**src/rtl/delay_timer_pkg.sv**
```systemverilog
`default_nettype none
// ============================================================================
//  Module      : delay_timer_pkg
//  Description : Shared timing definitions for the entry timing path.
//                - mode encodings for the delay timer
//                - helper for sizing the prescaler counter
//  Revision    : 1.0 - initial parametrised release
// ============================================================================
package delay_timer_pkg;

  localparam logic MODE_ONESHOT  = 1'b0;
  localparam logic MODE_PERIODIC = 1'b1;

  // Bits needed to hold 0..p-1, never less than one so the prescaler
  // register always has a legal declaration.
  function automatic int pre_width(input int p);
    if (p <= 2) begin
      return 1;
    end
    return $clog2(p);
  endfunction

endpackage : delay_timer_pkg
`default_nettype wire

```
**src/rtl/delay_timer_prescaler.sv**
```systemverilog
`default_nettype none
// ============================================================================
//  Module      : timer_prescaler
//  Description : Divides the clock into count steps for delay_timer.
//                Emits a one-cycle step every PRESCALE running cycles.
//  Ports       : clock   - system clock, rising edge
//                clear_n - asynchronous active-low reset
//                restart - synchronous restart of the phase counter
//                run     - counting enabled
//                step    - step qualifier for the current cycle
//  Revision    : 1.0 - initial parametrised release
// ============================================================================
module timer_prescaler
  import delay_timer_pkg::*;
#(
  parameter int PRESCALE = 1
) (
  input  logic clock,
  input  logic clear_n,
  input  logic restart,
  input  logic run,
  output logic step
);

  localparam int            c_pw   = pre_width(PRESCALE);
  localparam logic [c_pw-1:0] c_last = c_pw'(PRESCALE - 1);

  logic [c_pw-1:0] r_pre;
  logic            w_hit;

  // With PRESCALE=1 c_last is 0 and r_pre never leaves 0, so the register
  // collapses to a constant and step reduces to run.
  assign w_hit = (r_pre == c_last);
  assign step  = run & w_hit & ~restart;

  always_ff @(posedge clock or negedge clear_n) begin
    if (!clear_n) begin
      r_pre <= '0;
    end else if (restart) begin
      r_pre <= '0;
    end else if (run) begin
      if (w_hit) begin
        r_pre <= '0;
      end else begin
        r_pre <= r_pre + 1'b1;
      end
    end
  end

endmodule : timer_prescaler
`default_nettype wire

```
**src/rtl/delay_timer.sv**
```systemverilog
`default_nettype none
// ============================================================================
//  Module      : delay_timer
//  Description : Programmable delay timer for the entry timing path.
//                Counts prescaled ticks after start; one-shot mode raises a
//                sticky expired flag and saturates, periodic mode emits a
//                tick and auto-reloads.
//  Ports       : clock     - system clock, rising edge
//                clear_n   - asynchronous active-low reset
//                start     - restart timer, latch threshold and mode
//                stop      - halt counting, hold count and expired
//                mode      - 0 one-shot, 1 periodic (latched at start)
//                threshold - target count, 0 treated as 1 (latched at start)
//                count     - current count
//                expired   - one-shot threshold reached (sticky)
//                tick      - one-cycle pulse when count reaches threshold
//                busy      - timer active
//  Revision    : 1.0 - initial parametrised release
// ============================================================================
module delay_timer
  import delay_timer_pkg::*;
#(
  parameter int WIDTH    = 3,
  parameter int PRESCALE = 1
) (
  input  logic             clock,
  input  logic             clear_n,
  input  logic             start,
  input  logic             stop,
  input  logic             mode,
  input  logic [WIDTH-1:0] threshold,
  output logic [WIDTH-1:0] count,
  output logic             expired,
  output logic             tick,
  output logic             busy
);

  localparam logic [WIDTH-1:0] c_all_ones = '1;
  localparam logic [WIDTH-1:0] c_one      = WIDTH'(1);

  logic [WIDTH-1:0] r_count;
  logic             r_expired;
  logic             r_tick;
  logic             r_busy;
  logic             r_run;
  logic [WIDTH-1:0] r_thr;
  logic             r_mode;

  logic [WIDTH-1:0] w_count;
  logic             w_expired;
  logic             w_tick;
  logic             w_busy;
  logic             w_run;
  logic [WIDTH-1:0] w_thr;
  logic             w_mode;
  logic             w_step;
  logic             w_restart;
  logic             w_at_thr;

  // A start that loses to stop must not disturb the prescaler phase.
  assign w_restart = start & ~stop;

  timer_prescaler #(
    .PRESCALE (PRESCALE)
  ) u_prescaler (
    .clock   (clock),
    .clear_n (clear_n),
    .restart (w_restart),
    .run     (r_run),
    .step    (w_step)
  );

  assign w_at_thr = (r_count == (r_thr - 1'b1));

  always_comb begin
    w_count   = r_count;
    w_expired = r_expired;
    w_tick    = 1'b0;
    w_run     = r_run;
    w_thr     = r_thr;
    w_mode    = r_mode;

    if (stop) begin
      w_run = 1'b0;
    end else if (start) begin
      w_count   = '0;
      w_expired = 1'b0;
      w_run     = 1'b1;
      w_thr     = (threshold == '0) ? c_one : threshold;
      w_mode    = mode;
    end else if (w_step) begin
      if (w_at_thr) begin
        w_tick = 1'b1;
        if (r_mode == MODE_PERIODIC) begin
          w_count = '0;
        end else begin
          w_count   = r_count + 1'b1;
          w_expired = 1'b1;
        end
      end else if (r_mode == MODE_PERIODIC) begin
        w_count = r_count + 1'b1;
      end else if (r_count != c_all_ones) begin
        // One-shot saturates at all-ones; the threshold match can never
        // recur because thr-1 is always below all-ones.
        w_count = r_count + 1'b1;
      end
    end

    // busy is derived from next state so it agrees with the other
    // registered outputs on the same edge.
    w_busy = w_run & ((w_mode == MODE_PERIODIC) | ~w_expired);
  end

  always_ff @(posedge clock or negedge clear_n) begin
    if (!clear_n) begin
      r_count   <= '0;
      r_expired <= 1'b0;
      r_tick    <= 1'b0;
      r_busy    <= 1'b0;
      r_run     <= 1'b0;
      r_thr     <= c_one;
      r_mode    <= MODE_ONESHOT;
    end else begin
      r_count   <= w_count;
      r_expired <= w_expired;
      r_tick    <= w_tick;
      r_busy    <= w_busy;
      r_run     <= w_run;
      r_thr     <= w_thr;
      r_mode    <= w_mode;
    end
  end

  assign count   = r_count;
  assign expired = r_expired;
  assign tick    = r_tick;
  assign busy    = r_busy;

endmodule : delay_timer
`default_nettype wire

```
**config.mk**
```make
export PLATFORM = sky130hd
export DESIGN_NAME = delay_timer
export DESIGN_NICKNAME = d
export VERILOG_FILES = /design/src/rtl/delay_timer_pkg.sv /design/src/rtl/delay_timer_prescaler.sv /design/src/rtl/delay_timer.sv
export SDC_FILE = /design/constraint.sdc
export NUM_CORES = 1
export LEC_CHECK = 0
export BUFFER_PORTS_ARGS = -buffer_cell sky130_fd_sc_hd__buf_2
export CAP_MARGIN = 15
export CORE_AREA = 10 10 47 49
export CTS_CLUSTER_DIAMETER = 30
export CTS_CLUSTER_SIZE = 28
export DETAILED_ROUTE_END_ITERATION = 12
export DIE_AREA = 0 0 57 59
export HOLD_SLACK_MARGIN = 0.1
export PLACE_DENSITY = 0.66
export REMOVE_ABC_BUFFERS = 1
export SLEW_MARGIN = 20
export SYNTH_ARGS = -nofsm -noshare
export SYNTH_HDL_FRONTEND = slang
export SYNTH_SLANG_ARGS = --single-unit
```
**constraint.sdc**
```tcl
create_clock -name clock -period 2.4 [get_ports clock]
set_input_delay 0.12 -clock clock [delete_from_list [all_inputs] [get_ports clock]]
set_output_delay 0.12 -clock clock [all_outputs]
set_load 0.02 [all_outputs]
```
# ---- Word-level counts from Yosys, hierarchy flattened
# Cells that the tools add are included.
dict set report totals {
  reg_bits 12
  input_bits 8
  output_inout_bits 6
  word_cells 51
}
dict set report classes {
  add_sub_neg 3
  n_eq_ne 2
  muxes 23
  bitwise 9
  n_reduce_logical 6
}
# op count
set op_table {}
lappend op_table {{two-way mux 3 bit} 7}
lappend op_table {{two-way mux 1 bit} 16}
lappend op_table {{AND 1 bit} 4}
lappend op_table {{NOT 1 bit} 4}
lappend op_table {{nonzero test 2 bit} 2}
lappend op_table {{nonzero test 4 bit} 1}
lappend op_table {{adder 3 x 1 -> 3 bit (second input constant)} 1}
lappend op_table {{equality test 3 bit} 1}
lappend op_table {{zero test 3 bit} 1}
lappend op_table {{inequality test 3 bit (second input constant)} 1}
lappend op_table {{AND reduction 3 bit} 1}
lappend op_table {{subtractor 3 x 1 -> 3 bit (second input constant)} 1}
lappend op_table {{AND reduction 2 bit} 1}
lappend op_table {{adder 1 bit (second input constant)} 1}
lappend op_table {{bitwise OR 1 bit} 1}

# ---- Longest topological paths before layout
dict set report logic_depth {
  depth_word 10
  mapped_depth 6
  ltp_nobuf 6
}

# ---- By module
# A second synthesis with hierarchy kept.
dict set report hier_totals {
  cells_unflattened 56
  hier_area_um2 584.3
}
# mod n_inst cells_each area_each_um2 seq_area_each_um2
set by_module_without_submodules {}
lappend by_module_without_submodules {delay_timer 1 55 570.5 276.5}
lappend by_module_without_submodules {timer_prescaler 1 1 13.8 0.0}

# ---- Worst setup path before layout
# No wires, ideal clock.
dict set report synth_path {
  path_type {reg2reg}
  startpoint {register r_thr[0]}
  endpoint {register r_count[0] (netlist: count[0])}
  setup_ns 0.125
  t_arrival_ns 1.783
  required_time_ns 2.275
  setup_slack_ns 0.492
  stages_incl_launch_ff 7
  path_buffers 0
  period_less_slack_ns 1.908
  path_cell_list {dfstp_2 -> inv_1 -> ha_1 -> xnor2_1 -> nor3_2 -> o21a_4 -> mux2_4}
}
dict set report synth_via {
  elab_chain_cells 5
  word_cells_on_any_way 7
  cone_classes {add/sub: 1; eq/ne: 1; mux: 3; reduce/logical: 2}
}
# element line
set synth_rtl {}
lappend synth_rtl {{start, declared} delay_timer.sv:46} ;# logic [WIDTH-1:0] r_thr;
lappend synth_rtl {{start signal, assigned} delay_timer.sv:121} ;# r_thr <= c_one;
lappend synth_rtl {{start signal, assigned} delay_timer.sv:129} ;# r_thr <= w_thr;
lappend synth_rtl {{subtractor 3 x 1 -> 3 bit (*)} delay_timer.sv:73} ;# assign w_at_thr = (r_count == (r_thr - 1'b1));
lappend synth_rtl {{equality test 3 bit (*)} delay_timer.sv:73}
lappend synth_rtl {{two-way mux 3 bit} delay_timer.sv:92} ;# if (w_at_thr) begin
lappend synth_rtl {{two-way mux 3 bit} delay_timer.sv:91} ;# end else if (w_step) begin
lappend synth_rtl {{two-way mux 3 bit} delay_timer.sv:85} ;# end else if (start) begin
lappend synth_rtl {{end signal, assigned} delay_timer.sv:124} ;# r_count <= w_count;
lappend synth_rtl {{end, declared} delay_timer.sv:41} ;# logic [WIDTH-1:0] r_count;
# Every way passes the cells marked *; elsewhere a longest branch is shown, timed or not. The select of a mux whose other input is x is not followed.
# A chain may end at the register's enable or synchronous reset.

# ---- Worst setup path in the final report
# Ends and elaborated chain as after synthesis.

==> results.json <==
{
  "status": "completed",
  "viasPerCell": 4.89,
  "die_w_um": 57,
  "cts_inserted_buffers": 3,
  "cp_num_buf_inv": 1,
  "cts.sinks": 11,
  "cts_resized": 0,
  "critPathKind": "reg2reg",
  "p_total_mw": 0.624,
  "vias": 416,
  "dp_cells": 75,
  "cts_root_buf": "clkbuf_4",
  "worst_pin_slew_ps": 472,
  "grt_max_degree": 12,
  "r2r_setup_slack_ps": 430,
  "cellPowerDensity_mw_per_mm2": 830,
  "wl_um": 1060,
  "period_needed_ps": 1970,
  "reg2reg_depth": 6,
  "crit_path_end": "count[0]",
  "arrival_ps": 2110,
  "layout_common_cells": "buf_2, dfrtp_1, dlygate4sd3_1, nor2_1",
  "grt_use_total_pct": 7.13,
  "min_path_type": "in2reg",
  "syn_area_per_cell_um2": 12.4,
  "peakVddDrop_mv": 0.458,
  "p_leak_nw": 0.360,
  "antennaDiodeCount": 0,
  "rows": 14,
  "critPathTopFamily": "flip-flops",
  "rsz0062_at_grt": "no",
  "multi_input_area_um2": 297,
  "core_area_mm2": 0.00140,
  "syn_area_um2": 584,
  "cts_tree": "done",
  "grt_pass1_vias": 441,
  "drive_gt1_share_pct": 37.7,
  "fmax_mhz": 508,
  "path_cells": "inv_1 > ha_1 > xnor2_1 > nor3_2 > o21a_4 > mux2_4",
  "critPathCaptureType": "flop",
  "startpoint_type": "flop",
  "cp_data_required_time_ps": 2550,
  "timing.rr.start": "r_thr[0]",
  "ios": 14,
  "design.die.area_mm2": 0.00336,
  "slowest_delay_ps": 540,
  "drt_iter0_drc": 2,
  "setup_violations": 0,
  "clockBufferDepth": 2,
  "synth_cells": 47,
  "clock_latency_ps": 260,
  "period_share_pct": 82.0,
  "min_from": "threshold[0]",
  "setup.worst_path.start": "r_thr[0]",
  "slew-limit-headroom_pct": 68.5,
  "routabilityCongestion": 0.708,
  "r2r_end": "count[0]",
  "skew_ps": 1.39,
  "max_cap_viol_count": 0,
  "cts.clk_slew.worst_paths_ps": 70,
  "start_util_pct": 41.7,
  "drc": 0,
  "final_cells": 85,
  "crit_fanout": 3,
  "finalSetupTns_ps": 0,
  "area_growth_syn_to_layout_pct": 28.7,
  "hold_ws_ps": 130,
  "synthDistinctLibCells": 23,
  "regArea_um2": 277,
  "final-hold-violation-count": 0,
  "numPortBuffers": 13,
  "timing.final.max_slew_violations": 0,
  "synth_seq_cells": 11,
  "routedWlPerCell_um": 12.5,
  "layout_commonest_cell": "buf_2",
  "grt-ovfl-total": 0,
  "nFillCells": 130,
  "firstDrtPassIters": 2,
  "final_antenna_net_count": 0,
  "cp.depth": 6,
  "synth_warnings": 0,
  "die_y_um": 59,
  "dp.final_hpwl_um": 809,
  "critPathSlowestCell": "dfstp_2",
  "htree_levels": 1,
  "layout.nets": 81,
  "grt_pass1_wl_um": 1900,
  "grt_antenna_before_repair": 0,
  "seq_area_frac_synth_pct": 47.3
}
stage by stage:
stage | utilization [%] | setup WS (ps) | instance area, µm²
after CTS | 53.7 | 419 | 752
final | 53.7 | 432 | 752
after global placement | 47.5 | 455 | 666
after floorplan | - | 492 | 581
after global routing | 53.7 | 338 | 752
after detailed placement | 47.5 | 430 | 666
worst min-delay path by stage:
stage                     to  slack (ps)  cells past startpoint
floorplan               busy        -180                      0
global placement        tick          -1                      1
detailed placement   expired         0.8                      1
CTS                 r_thr[0]         110                      3
global route        r_thr[0]         130                      3
finish              r_thr[0]         130                      3
area by class of cell:
class                           count  share of cell area (%)
Multi-Input combinational cell     33                    39.4
Sequential cell                    11                    36.8
Timing Repair Buffer               19                    16.6
Clock buffer                        4                    3.49
Tap cell                           16                    2.66
Inverter                            2                   0.998
layer usage:
metal / up-vias / track usage (%) / share of wire (%)
met4: 0 / 5.03 / 1.7
met5: - / 0 / 0
met2: 10 / 9.92 / 44
li1: 206 / - / -
met3: 2 / 3.65 / 7.7
met1: 198 / 8.22 / 46
sequential cells by signal (all words and copies together), names as in the netlist:
signal,cells
r_thr,3
r_mode,1
count,3
expired,1
tick,1
busy,1
r_run,1
report_power, final:
part | internal, mW | total [mW] | switching [mW]
combinational | 0.125 | 0.246 | 0.121
clock | 0.0641 | 0.123 | 0.0587
sequential | 0.221 | 0.255 | 0.0347
total | 0.410 | 0.624 | 0.214
logic make-up after synthesis:
logic type	after synthesis	synth area share, %
AO/OA/AOI/OAI	6	7.28
XOR/XNOR	3	7.28
adder cells (fa/ha/maj)	3	6.42
buffers and inverters	3	1.93
flip-flops	11	47.3
multiplexers	5	11.6
AND/OR/NAND/NOR	16	18.2
synthesized netlist by cell type:
| cell | number | area share, % |
|---|---|---|
| and2_1 | 1 | 1.1 |
| clkbuf_1 | 1 | 0.64 |
| dfrtp_1 | 10 | 43 |
| dfstp_2 | 1 | 4.5 |
| ha_1 | 3 | 6.4 |
| inv_1 | 2 | 1.3 |
| mux2_2 | 2 | 3.9 |
| mux2_4 | 3 | 7.7 |
| nand2_1 | 2 | 1.3 |
| nand2b_1 | 1 | 1.1 |
| nand3b_1 | 1 | 1.3 |
| nor2_1 | 5 | 3.2 |
| nor2b_1 | 1 | 1.1 |
| nor3_1 | 1 | 0.86 |
| nor3_2 | 1 | 1.7 |
| nor3b_1 | 2 | 2.6 |
| nor4b_4 | 1 | 4.1 |
| o21a_4 | 1 | 2.6 |
| o21ai_0 | 3 | 2.6 |
| o21ai_1 | 1 | 0.86 |
| o31ai_1 | 1 | 1.3 |
| xnor2_1 | 2 | 3.0 |
| xor3_2 | 1 | 4.3 |
worst min-delay path, delay by kind of cell:
family                 cells  cell delay, ps
buffers and inverters      1              70
AOI/OAI and AO/OA          2             160
timing repair:
item / in CTS / in global routing
hold buffers: 6 / 0
hold endpoints to repair: 16 / 0
endpoints found under the setup margin: 0 / 0
buffers inserted: 0 / 0
Power figures use the tool's default switching activity.
